## src/rtl/sayeh_pkg.sv

```systemverilog
// Shared op codes, FSM states and default datapath sizes for the SAYEH sequential ALU.
package sayeh_pkg;

  localparam int SAYEH_WIDTH = 16;
  localparam int SAYEH_MUL_W = 8;

  localparam logic [3:0] OP_PASSB = 4'd0;
  localparam logic [3:0] OP_AND   = 4'd1;
  localparam logic [3:0] OP_OR    = 4'd2;
  localparam logic [3:0] OP_NOT   = 4'd3;
  localparam logic [3:0] OP_SHL   = 4'd4;
  localparam logic [3:0] OP_SHR   = 4'd5;
  localparam logic [3:0] OP_ADD   = 4'd6;
  localparam logic [3:0] OP_SUB   = 4'd7;
  localparam logic [3:0] OP_CMP   = 4'd8;
  localparam logic [3:0] OP_MUL   = 4'd9;

  typedef enum logic [0:0] {
    ST_IDLE = 1'b0,
    ST_MUL  = 1'b1
  } alu_state_t;

endpackage

```

## src/rtl/sayeh_shift_add_mul.sv

```systemverilog
// Iterative shift-add multiplier: load latches operands, each step retires one multiplier bit.
// o_product is the accumulator value after the current step, so the final step's sum is visible combinationally.
module sayeh_shift_add_mul #(
  parameter int MUL_W = 8
) (
  input  logic               clk,
  input  logic               rst_n,
  input  logic               i_load,
  input  logic               i_step,
  input  logic [MUL_W-1:0]   i_a,
  input  logic [MUL_W-1:0]   i_b,
  output logic [2*MUL_W-1:0] o_product,
  output logic               o_last
);

  localparam int CW = (MUL_W > 1) ? $clog2(MUL_W) : 1;

  logic [2*MUL_W-1:0] r_mcand;
  logic [2*MUL_W-1:0] r_acc;
  logic [2*MUL_W-1:0] w_addend;
  logic [MUL_W-1:0]   r_mplier;
  logic [CW-1:0]      r_cnt;

  assign w_addend  = r_mplier[0] ? r_mcand : '0;
  assign o_product = r_acc + w_addend;
  assign o_last    = (r_cnt == '0);

  always_ff @(posedge clk or negedge rst_n) begin
    if (!rst_n) begin
      r_mcand  <= '0;
      r_acc    <= '0;
      r_mplier <= '0;
      r_cnt    <= '0;
    end else if (i_load) begin
      r_mcand  <= (2*MUL_W)'(i_a);
      r_mplier <= i_b;
      r_acc    <= '0;
      r_cnt    <= CW'(MUL_W - 1);
    end else if (i_step) begin
      r_acc    <= o_product;
      r_mcand  <= r_mcand << 1;
      r_mplier <= r_mplier >> 1;
      if (!o_last) r_cnt <= r_cnt - CW'(1);
    end
  end

endmodule

```

## src/rtl/sayeh_seq_alu.sv

```systemverilog
// SAYEH ALU: single-cycle ops finish one cycle after accept, MUL after MUL_W further cycles with busy high.
// Flags and sr_load are registered on posedge so the negedge-clocked status register sees stable values.
module sayeh_seq_alu
  import sayeh_pkg::*;
#(
  parameter int WIDTH = SAYEH_WIDTH,
  parameter int MUL_W = SAYEH_MUL_W
) (
  input  logic             clk,
  input  logic             rst_n,
  input  logic             start,
  input  logic [3:0]       op,
  input  logic [WIDTH-1:0] a,
  input  logic [WIDTH-1:0] b,
  input  logic             cin,
  output logic             busy,
  output logic             done,
  output logic [WIDTH-1:0] result,
  output logic             c_out,
  output logic             z_out,
  output logic             sr_load
);

  alu_state_t         r_state;
  logic               r_busy;
  logic               r_done;
  logic               r_sr_load;
  logic [WIDTH-1:0]   r_result;
  logic               r_c;
  logic               r_z;

  logic [WIDTH:0]     w_sum;
  logic [WIDTH-1:0]   w_alu_res;
  logic               w_alu_c;
  logic               w_alu_z;
  logic               w_legal;
  logic               w_accept;
  logic               w_mul_load;
  logic               w_mul_step;
  logic               w_mul_last;
  logic [2*MUL_W-1:0] w_mul_prod;

  assign w_accept   = (r_state == ST_IDLE) && start;
  assign w_mul_load = w_accept && (op == OP_MUL);
  assign w_mul_step = (r_state == ST_MUL);
  assign w_legal    = (op <= OP_MUL);

  sayeh_shift_add_mul #(.MUL_W(MUL_W)) u_mul (
    .clk       (clk),
    .rst_n     (rst_n),
    .i_load    (w_mul_load),
    .i_step    (w_mul_step),
    .i_a       (a[MUL_W-1:0]),
    .i_b       (b[MUL_W-1:0]),
    .o_product (w_mul_prod),
    .o_last    (w_mul_last)
  );

  // Logic ops pass cin through so the status register keeps its carry on reload.
  always_comb begin
    w_sum     = '0;
    w_alu_res = r_result;
    w_alu_c   = cin;
    case (op)
      OP_PASSB: w_alu_res = b;
      OP_AND:   w_alu_res = a & b;
      OP_OR:    w_alu_res = a | b;
      OP_NOT:   w_alu_res = ~a;
      OP_SHL: begin
        w_alu_res = a << 1;
        w_alu_c   = a[WIDTH-1];
      end
      OP_SHR: begin
        w_alu_res = a >> 1;
        w_alu_c   = a[0];
      end
      OP_ADD: begin
        w_sum     = {1'b0, a} + {1'b0, b} + (WIDTH+1)'(cin);
        w_alu_res = w_sum[WIDTH-1:0];
        w_alu_c   = w_sum[WIDTH];
      end
      OP_SUB: begin
        w_sum     = {1'b0, a} - {1'b0, b} - (WIDTH+1)'(cin);
        w_alu_res = w_sum[WIDTH-1:0];
        w_alu_c   = w_sum[WIDTH];
      end
      OP_CMP:   w_alu_c = (a < b);
      default:  w_alu_res = r_result;
    endcase
    w_alu_z = (op == OP_CMP) ? (a == b) : (w_alu_res == '0);
  end

  always_ff @(posedge clk or negedge rst_n) begin
    if (!rst_n) begin
      r_state   <= ST_IDLE;
      r_busy    <= 1'b0;
      r_done    <= 1'b0;
      r_sr_load <= 1'b0;
      r_result  <= '0;
      r_c       <= 1'b0;
      r_z       <= 1'b0;
    end else begin
      r_done    <= 1'b0;
      r_sr_load <= 1'b0;
      case (r_state)
        ST_IDLE: begin
          if (w_accept) begin
            if (op == OP_MUL) begin
              r_state <= ST_MUL;
              r_busy  <= 1'b1;
            end else begin
              r_done <= 1'b1;
              if (w_legal) begin
                r_sr_load <= 1'b1;
                r_result  <= w_alu_res;
                r_c       <= w_alu_c;
                r_z       <= w_alu_z;
              end
            end
          end
        end
        ST_MUL: begin
          if (w_mul_last) begin
            r_state   <= ST_IDLE;
            r_busy    <= 1'b0;
            r_done    <= 1'b1;
            r_sr_load <= 1'b1;
            r_result  <= WIDTH'(w_mul_prod);
            r_c       <= 1'b0;
            r_z       <= (w_mul_prod == '0);
          end
        end
        default: r_state <= ST_IDLE;
      endcase
    end
  end

  assign busy    = r_busy;
  assign done    = r_done;
  assign sr_load = r_sr_load;
  assign result  = r_result;
  assign c_out   = r_c;
  assign z_out   = r_z;

endmodule

```

## config.mk

```make
export PLATFORM = sky130hd
export DESIGN_NAME = sayeh_seq_alu
export DESIGN_NICKNAME = d
export VERILOG_FILES = /design/src/rtl/sayeh_pkg.sv /design/src/rtl/sayeh_shift_add_mul.sv /design/src/rtl/sayeh_seq_alu.sv
export SDC_FILE = /design/constraint.sdc
export NUM_CORES = 1
export LEC_CHECK = 0
export BUFFER_PORTS_ARGS = -buffer_cell sky130_fd_sc_hd__buf_4
export CORE_ASPECT_RATIO = 1.5
export CORE_UTILIZATION = 56
export DETAILED_ROUTE_END_ITERATION = 10
export PLACE_DENSITY_LB_ADDON = 0.25
export SYNTH_ARGS = -nofsm -noshare
export SYNTH_HDL_FRONTEND = slang
export SYNTH_SLANG_ARGS = --single-unit
```

## constraint.sdc

```tcl
create_clock -name clk -period 2.9 [get_ports clk]
set_input_delay 0.145 -clock clk [delete_from_list [all_inputs] [get_ports clk]]
set_output_delay 0.145 -clock clk [all_outputs]
set_load 0.03 [all_outputs]
```

==> reports/summary.md <==
* finished with violations — run status
* negative setup slack — violated checks
* yes — unrepaired setup endpoints after global routing
* primary input to register — worst hold path class
* 915 — cells after synthesis
* 1055 — Post-Syn Nets
* 100% — proportion of register bits with asynchronous set or reset after synthesis
* sky130_fd_sc_hd__clkbuf_16 — cell chosen for the clock root
* built — TritonCTS clock tree
* 0 — # diodes
* 318 MHz — maximum achievable frequency
* -0.240 ns — post-route worst setup slack
* 61 — number of ports placed on the die boundary
* 7320 um2 — area of the mapped netlist
* 0 — number of hold violations in the final report
* 50 — site row count
* u_mul.r_mplier[7] — Hold Path End
* 183 x sky130_fd_sc_hd__buf_4, 105 x sky130_fd_sc_hd__nand2_1, 87 x sky130_fd_sc_hd__ha_1 — most used cells in the layout excluding fill and tap cells
* 0 — Synthesis Warnings
* and2_4 > ha_4 > fa_2 > a211oi_2 > o21bai_2 > a2111oi_4 > buf_4 > o31ai_2 > xnor2_1 > nand3_1 > nor4_4 > nor2_1 > o31ai_1 — cell chain of the critical path
* 1210 — total instance count after detailed placement
* 5 — drt first pass iters
* 1209 — Total Nets Final
* 95.4 um — Die Span X
* 0.33 ns — Clock Latency Late Sink
* 24700 um — total detailed-routing wirelength
* 3.14 ns — critical path data required time
* 2 — clock tree buffer depth
* 0 — remaining antenna violation count
* 7737 — Via Count
* 1.02 — global placer's final weighted congestion
* 9 — clock buffer count from CTS
* 12600 um2 — area of the placeable core
* 5.94 mW — Final Power
* sky130_fd_sc_hd__fa_2 — Slowest cell on crit path
* 73.7% — utilization after layout
* 8.00 um2 — synthesized area divided by synthesized cell count
* 35.9% — gr usage total
* register to register — type of the worst setup path
* -0.24 ns — Reg2Reg Setup Slack
* 1229 — final cell count without fillers
* 0 — final count of pins violating max slew
* 3.38 ns — CP arrival
* b[7] — start point of the worst hold path
* 0 — number of antenna violations at the first check in global routing
* 3 — worst hold path stage count
* 0 — DRC violation count after routing
* 0.00653 ns — final worst clock skew
* 0.729 mV — worst-case vdd ir drop
* 13 — worst r2r path cells
* 4.41 nW — leakage
* 22.2% — share of the yosys chip area belonging to registers
* 13600 um2 — die area
* 0 — overall overflow remaining after global route
* 84 — Netlist cell types
* 0 — max-cap check violation count
* 22.2% — fraction of synthesized cell area taken by the top area cell type
* z_out — worst reg2reg path endpoint
* 0.857 ns — transition time at the pin with the least slew margin
* 108% — Final Cycle Share
* 142 um — die extent in y
* 8680 um2 — area after detailed placement
* 0.44 ns — delay of the slowest cell on the worst path
* sky130_fd_sc_hd__dfrtp_1 — top cell type by total area after synthesis
* 42.9% — tightest slew margin relative to the limit
* 18300 um — sum of net half-perimeters after detailed placement
* 637 nW/um2 — PD cells
* sky130_fd_sc_hd__dfrtp_1 — Primary FF master, synth
* 6.30 — number of vias per cell
* 0 — number of enable-type register cells in the synthesized netlist
* 7554 — via count of the first global-routing pass
* 73 — maximum number of pins on one net before global-route repair
* register — category of the worst setup path launch point
* sky130_fd_sc_hd__buf_4 — most frequent standard cell in the layout excluding fill and tap cells
* 27.2% — area growth from synthesis to layout
* 5 — Final Setup Violations
* 3 — number of H-tree branching levels
* 60 — number of buffer cells added on primary ports
* register — endpoint kind of the worst setup timing path
* 3.14 ns — minimum clock period
* 564 — violation count after the first detailed-route iteration
* 37100 um — wire length of the first global-routing pass
* 0.05 ns — clock-pin slew reported for the worst setup and hold paths after clock tree synthesis
* sky130_fd_sc_hd__dfrtp_1 22%, sky130_fd_sc_hd__ha_1 16%, sky130_fd_sc_hd__nand2_1 5.4% — most area-consuming cells after synthesis
* 25.1% — layout cell share with drive strength beyond 1
* u_mul.r_mplier[0] — origin of the critical flop-to-flop path
* 65 — sinks on the clock net
* 20.1 um — detailed-route wire length per cell
* 9320 um2 — final standard cell area without fillers
* 58.0% — effective utilization at floorplan
* -0.611 ns — sum of negative setup slack
* 65 — flop and latch count out of synthesis
* 5 — largest fanout on the critical path
through the flow:
step	hold WS, ns	setup WS [ns]
floorplan	-0.151	0.0588
global placement	0.293	-0.232
detailed placement	0.295	-0.278
CTS	0.100	-0.116
global route	0.131	-0.386
finish	0.135	-0.240
area by class of cell:
class	count	area, um2
Fill cell	949	3320
Tap cell	156	195
Multi-Input combinational cell	734	5520
Clock buffer	12	256
Sequential cell	65	1630
Timing Repair Buffer	186	1410
Inverter	73	274
Clock inverter	3	40.0
layer usage:
| layer | part of all wire (%) | track usage [%] | vias up |
|---|---|---|---|
| met5 | 0 | 0 | - |
| met3 | 7.4 | 6.25 | 127 |
| met1 | 37 | 40.9 | 3649 |
| met2 | 49 | 61.0 | 389 |
| met4 | 6.8 | 22.8 | 0 |
| li1 | - | - | 3572 |
power by group:
part	internal [mW]	total [mW]	switching [mW]
clock	0.704	1.08	0.377
combinational	1.36	3.27	1.91
sequential	1.26	1.58	0.325
total	3.32	5.94	2.61
flip-flops by register name, indices dropped and copies added, names as in the netlist:
name	cells
u_mul.r_mcand	16
u_mul.r_acc	16
z_out	1
sr_load	1
done	1
r_state	1
busy	1
u_mul.r_mplier	8
result	16
c_out	1
u_mul.r_cnt	3
how the worst max path moves through the flow:
stage,start,end,cells after the start
2_1_floorplan,u_mul.r_mplier[0],z_out,11
3_3_place_gp,a[0],z_out,13
3_5_place_dp,a[0],z_out,13
4_1_cts,u_mul.r_mplier[0],z_out,11
5_1_grt,u_mul.r_mplier[0],z_out,13
6_report,u_mul.r_mplier[0],z_out,13
Yosys cell counts, drive strengths merged, types with 4 or more instances:
cell,number
inv,72
a2111oi,6
buf,16
o221ai,6
a211oi,18
clkbuf,27
a21o,14
or2,4
nand2b,8
and2,18
mux2i,21
fa,5
or3,4
o31ai,8
a221oi,5
nand2,105
nand3b,4
xor2,11
o21a,13
o211ai,12
a21oi,74
a311oi,4
o21ai,73
ha,95
xnor2,23
nor2b,9
nand3,17
o21bai,7
nor2,71
a31oi,9
dfrtp,65
o22ai,8
nor3,18
nor4,8
mux4,6
and3,5
worst max-delay path, delay by kind of cell (launching register included):
kind / cells / cell delay (ns)
AOI/OAI and AO/OA: 5 / 0.96
and+or+nand+nor: 4 / 0.60
adders and majority gates: 2 / 0.60
DFF: 1 / 0.43
xor gates and xnor gates: 1 / 0.25
buffers and inverters: 1 / 0.20
cell families (layout without fill, tap and decap cells):
kind of cell / after synthesis / after routing / synth area share [%]
DFF: 65 / 65 / 22.2
muxes: 29 / 29 / 5.02
and+or+nand+nor: 285 / 285 / 18.7
AOI/OAI and AO/OA: 286 / 286 / 25.8
xor gates and xnor gates: 34 / 34 / 4.07
adders and majority gates: 100 / 100 / 17.6
buffers and inverters: 116 / 274 / 6.64
what timing repair did:
| action | CTS | global route |
|---|---|---|
| endpoints found under the hold margin | 65 | 0 |
| endpoints found under the setup margin | 6 | 11 |
| gates resized for setup | 10 | 46 |
| setup buffers | 1 | 2 |
| pin swaps | 2 | 29 |
| hold buffers | 1 | 0 |
Power figures use the tool's default switching activity.
